## config.mk

```make
export PLATFORM = sky130hd
export DESIGN_NAME = wb_arbiter
export DESIGN_NICKNAME = d
export VERILOG_FILES = /design/src/rtl/wb_arbiter.sv
export SDC_FILE = /design/constraint.sdc
export NUM_CORES = 2
export LEC_CHECK = 0
export BUFFER_PORTS_ARGS = -buffer_cell sky130_fd_sc_hd__clkbuf_2
export CORE_AREA = 5 5 634 636
export DETAILED_ROUTE_END_ITERATION = 10
export DIE_AREA = 0 0 639 641
export HOLD_SLACK_MARGIN = 0.12
export SLEW_MARGIN = 10
export SYNTH_ARGS = -nofsm -noshare
export SYNTH_HDL_FRONTEND = slang
export SYNTH_SLANG_ARGS = --single-unit
export TNS_END_PERCENT = 1
```

## constraint.sdc

```tcl
create_clock -name clk -period 38.1 [get_ports clk]
set_input_delay 3.81 -clock clk [delete_from_list [all_inputs] [get_ports clk]]
set_output_delay 3.81 -clock clk [all_outputs]
set_load 0.01 [all_outputs]
```

## src/rtl/wb_arbiter.sv

```systemverilog
// Writeback arbiter: two buffered result sources with round-robin selection,
// emitting one registered register-file write and a done pulse per grant.
module wb_arbiter #(
  parameter int NUM_LANES  = 16,
  parameter int DATA_WIDTH = 32,
  parameter int ADDR_W     = 4,
  parameter int WARP_W     = 3,
  parameter int FIFO_DEPTH = 2
) (
  input  logic                            clk,
  input  logic                            rst,
  input  logic                            s0_valid,
  output logic                            s0_ready,
  input  logic [WARP_W-1:0]               s0_warp,
  input  logic [ADDR_W-1:0]               s0_reg,
  input  logic [NUM_LANES-1:0]            s0_mask,
  input  logic [NUM_LANES*DATA_WIDTH-1:0] s0_data,
  input  logic                            s1_valid,
  output logic                            s1_ready,
  input  logic [WARP_W-1:0]               s1_warp,
  input  logic [ADDR_W-1:0]               s1_reg,
  input  logic [NUM_LANES-1:0]            s1_mask,
  input  logic [NUM_LANES*DATA_WIDTH-1:0] s1_data,
  input  logic                            wb_stall,
  output logic [NUM_LANES-1:0]            write_en,
  output logic [ADDR_W-1:0]               waddr,
  output logic [WARP_W-1:0]               warp_sel,
  output logic [NUM_LANES*DATA_WIDTH-1:0] wdata,
  output logic                            done_valid,
  output logic [WARP_W-1:0]               done_warp,
  output logic [ADDR_W-1:0]               done_reg,
  output logic                            done_src
);

  localparam int PTR_W = (FIFO_DEPTH > 1) ? $clog2(FIFO_DEPTH) : 1;
  localparam int CNT_W = PTR_W + 1;
  localparam logic [CNT_W-1:0] DEPTH_C = CNT_W'(FIFO_DEPTH);

  typedef struct packed {
    logic [WARP_W-1:0]               warp;
    logic [ADDR_W-1:0]               rg;
    logic [NUM_LANES-1:0]            mask;
    logic [NUM_LANES*DATA_WIDTH-1:0] data;
  } entry_t;

  typedef enum logic {SRC0 = 1'b0, SRC1 = 1'b1} src_e;

  entry_t     in_e [2];
  entry_t     head [2];
  logic [1:0] in_valid;
  logic [1:0] ready;
  logic [1:0] nonempty;
  logic [1:0] elig;
  logic [1:0] pop;
  logic       grant;
  src_e       gsel;
  src_e       last;
  entry_t     g;

  assign in_e[0]  = {s0_warp, s0_reg, s0_mask, s0_data};
  assign in_e[1]  = {s1_warp, s1_reg, s1_mask, s1_data};
  assign in_valid = {s1_valid, s0_valid};
  assign s0_ready = ready[0];
  assign s1_ready = ready[1];

  for (genvar s = 0; s < 2; s++) begin : g_fifo
    entry_t            mem [FIFO_DEPTH];
    logic [PTR_W-1:0]  rd_ptr;
    logic [PTR_W-1:0]  wr_ptr;
    logic [CNT_W-1:0]  count;
    logic              push;

    // Ready looks at count only; a full FIFO refuses even while it pops.
    assign ready[s]    = count < DEPTH_C;
    assign push        = in_valid[s] && ready[s];
    assign nonempty[s] = count != '0;
    assign head[s]     = mem[rd_ptr];

    always_ff @(posedge clk) begin
      if (push) mem[wr_ptr] <= in_e[s];
    end

    always_ff @(posedge clk) begin
      if (rst) begin
        rd_ptr <= '0;
        wr_ptr <= '0;
        count  <= '0;
      end else begin
        if (push)   wr_ptr <= wr_ptr + 1'b1;
        if (pop[s]) rd_ptr <= rd_ptr + 1'b1;
        if (push && !pop[s])      count <= count + 1'b1;
        else if (!push && pop[s]) count <= count - 1'b1;
      end
    end
  end

  always_comb begin
    elig  = nonempty & {2{~wb_stall}};
    grant = |elig;
    gsel  = SRC0;
    if (elig == 2'b11) gsel = (last == SRC0) ? SRC1 : SRC0;
    else if (elig[1])  gsel = SRC1;
    pop = 2'b00;
    if (grant) pop = (gsel == SRC1) ? 2'b10 : 2'b01;
    g = (gsel == SRC1) ? head[1] : head[0];
  end

  always_ff @(posedge clk) begin
    if (rst) begin
      write_en   <= '0;
      waddr      <= '0;
      warp_sel   <= '0;
      wdata      <= '0;
      done_valid <= 1'b0;
      done_warp  <= '0;
      done_reg   <= '0;
      done_src   <= 1'b0;
      last       <= SRC1;
    end else if (grant) begin
      write_en   <= g.mask;
      waddr      <= g.rg;
      warp_sel   <= g.warp;
      wdata      <= g.data;
      done_valid <= 1'b1;
      done_warp  <= g.warp;
      done_reg   <= g.rg;
      done_src   <= (gsel == SRC1);
      last       <= gsel;
    end else begin
      write_en   <= '0;
      done_valid <= 1'b0;
    end
  end

endmodule

```

==> flow_summary_export.csv <==
group,metric,value,unit
sta,setup_viol_count_final,0,
critical_path,critPathMaxStageDelay,0.85,ns
critical_path,worst-endpoint-required,38.59,ns
layout,nets,8502,
yosys,async_reset_ff_share,0,%
sta,tightest_slew,1.320,ns
critical_path,cp_slowest_cell,"buf_4",
power,p_per_area,75.73,nW/um2
critical_path,start_kind,"primary input",
sta,slew_headroom,12.02,%
sta,slew_violations,0,
sta,fmax,100.2,MHz
yosys,syn_avg_cell_area,16.84,um2
drt,via_per_inst,4.903,
critical_path,cp_top_family,"buffers and inverters",
cts,clk_pin_slew,0.05,ns
yosys,ys_seq_elements,2688,
run_status,outcome,"finished clean",
cts,cts.sinks,2688,
cts,clk-insertion-delay-late,0.92,ns
floorplanning,dieArea,409600,um2
sta,final.period_utilization,26.19,%
power,peakVddDrop,0.05716,mV
critical_path,cp_common_cell,"buf_4",
placement,dp_hpwl,302.6,mm
yosys,synth.distinct_cells,33,
yosys,syn_area,99050,um2
cts,ctsHoldBuffers,0,
global_routing,grt_max_degree,165,
power,finalPower,9.279,mW
layout,largest_register_ffs,2140,
floorplanning,core_region_area,395100,um2
drt,drt_iter0_drc,6737,
critical_path,cp_data_arrival_time,10.47,ns
yosys,syn_inst,5882,
layout,regMostFlops,"g_fifo.mem",
drt,dr.pass1.iters,6,
sta,hold_viol,0,
drt,wirelength,410.7,mm
cts,numCtsBuffers,298,
floorplanning,row_count,231,
placement,gp_congestion,0.9062,
global_routing,grt_util_all_layers,18.97,%
critical_path,cp-end-kind,"register",
floorplanning,boundaryPins,1621,
sta,grt_setup_unrepaired,"no",
drt,route.detailed.wl_per_inst,31.48,um
yosys,synth.top_cells.by_count,"edfxtp_1 (2,140), mux2i_1 (1,054), dfxtp_1 (548)",
critical_path,crit_type,"primary input to register",
critical_path,crit_chain,"clkbuf_2 -> nor2b_1 -> nor2b_4 -> buf_4 -> buf_4 -> buf_4 -> buf_4 -> buf_4 -> buf_4 -> buf_4",
drt,drtAntennaViolNets,0,
critical_path,cp_max_fo,62,
global_routing,grt_overflow,0,
cts,cts-root-buf,"clkbuf_16",
floorplanning,start_util,25.07,%
cts,cts_buffer_depth,4,
floorplanning,dieHeight,641,um
yosys,yosysSeqAreaShare,75.96,%
yosys,syn-num-nets,6959,
critical_path,critical_path_buf_inv_count,8,
cts,cts_tree,"yes",
yosys,yosysMostFrequentCell,"edfxtp_1",
cts,post_cts_resized,0,
global_routing,antenna_found_initial,243,
cts,cts_max_level,5,
sta,min_period,9.980,ns
sta,tns,0,ns
drt,num_vias,63968,
floorplanning,die_w,639,um
sta,fin_skew,0.06408,ns
yosys,synth_top_area_cell,"edfxtp_1",
yosys,synth-main-ff-cell,"edfxtp_1",
layout,reg.largest.list,"g_fifo.mem: 2140 flops, wdata: 512 flops, write_en: 16 flops",
power,p_leak,41.49,nW
cts,post-cts-setup-buffer-count,0,
placement,port_buffers,1620,
global_routing,grt_pass1_wl,541.7,mm
yosys,synth_top_area_share,64.88,%
job,cap_violations,0,
drt,drc,0,
yosys,synthTopCellsByArea,"edfxtp_1 (65%), dfxtp_1 (11%), mux2i_1 (11%)",
layout,layout-drive-gt1-share,28.25,%
min_path,min_path_type,"register to register",
layout,area_growth,23.70,%
yosys,yosysWarningCount,0,
yosys,synth_edf_count,2140,
global_routing,grt_pass1_vias,62644,
-- cell type report --
| type | instances | area [um2] |
|---|---|---|
| repair buffers | 1726 | 9054 |
| well taps | 5242 | 6559 |
| clock buffers | 406 | 8137 |
| multi-input cells | 2705 | 21690 |
| clock inverters | 143 | 1495 |
| flip-flops and latches | 2688 | 75240 |
| diodes | 130 | 325.3 |
| fillers | 38900 | 272600 |
| inverters | 6 | 30.03 |
-- per-layer routing --
metal  up-vias  GRT usage, %  wire length [um]
li1      26830             -                 -
met1     32730         21.95            150600
met2      3350         29.54            186400
met3       940         8.717             49730
met4       118         9.632             23190
met5         -             0               802
-- power breakdown --
group          switching (mW)  internal (mW)
clock network            1.23           1.60
logic                    1.70          0.690
registers               0.260           3.80
-- worst paths after layout --
check                          start                     to  slack (ns)  cells after the start
setup / recovery            s0_valid  g_fifo[0].mem[0][224]       28.12                     10
hold reg to reg           wdata[460]             wdata[460]        0.46                      1
hold / removal            wdata[460]             wdata[460]        0.46                      1
setup reg to reg  g_fifo[0].count[1]  g_fifo[0].mem[0][224]       30.63                      9
-- through the flow --
step | worst slack [ns] | cells | hold WS [ns] | cell area, um2 | util (%)
global placement | 27.34 | 12366 | 0.4455 | 112500 | 28.49
detailed placement | 27.18 | 12366 | 0.4558 | 112500 | 28.49
finish | 28.12 | 13046 | 0.4637 | 122500 | 31.01
floorplan | 9.170 | 5882 | 0.4628 | 99050 | -
CTS | 28.15 | 12915 | 0.4691 | 122200 | 30.92
global route | 27.87 | 13007 | 0.4771 | 122400 | 30.99
-- cells in the final DEF, fill, tap and decap left out, types with 46 or more instances in the layout --
cell,synthesis,routed
edfxtp_1,2140,2140
clkbuf_2,0,1620
mux2i_1,1054,1054
dfxtp_1,548,546
o21ai_0,523,523
nand3_1,520,520
a32o_1,519,519
clkbuf_16,0,301
diode_2,0,130
buf_4,57,94
clkbuf_1,316,84
clkinv_2,0,46
-- cell families (layout without fill, tap and decap cells) --
family                   after synthesis  count (layout)  synth area share [%]
flip-flops                          2688            2688                 75.96
AO/OA/AOI/OAI                       1088            1088                 8.254
multiplexers                        1054            1054                 10.65
AND/OR/NAND/NOR                      555             555                 2.844
buffers and inverters                489            2281                 2.216
XOR/XNOR                               6               6               0.05306
adder cells (fa/ha/maj)                2               2               0.02526
other                                  0             130                     0
Power figures use the tool's default switching activity.
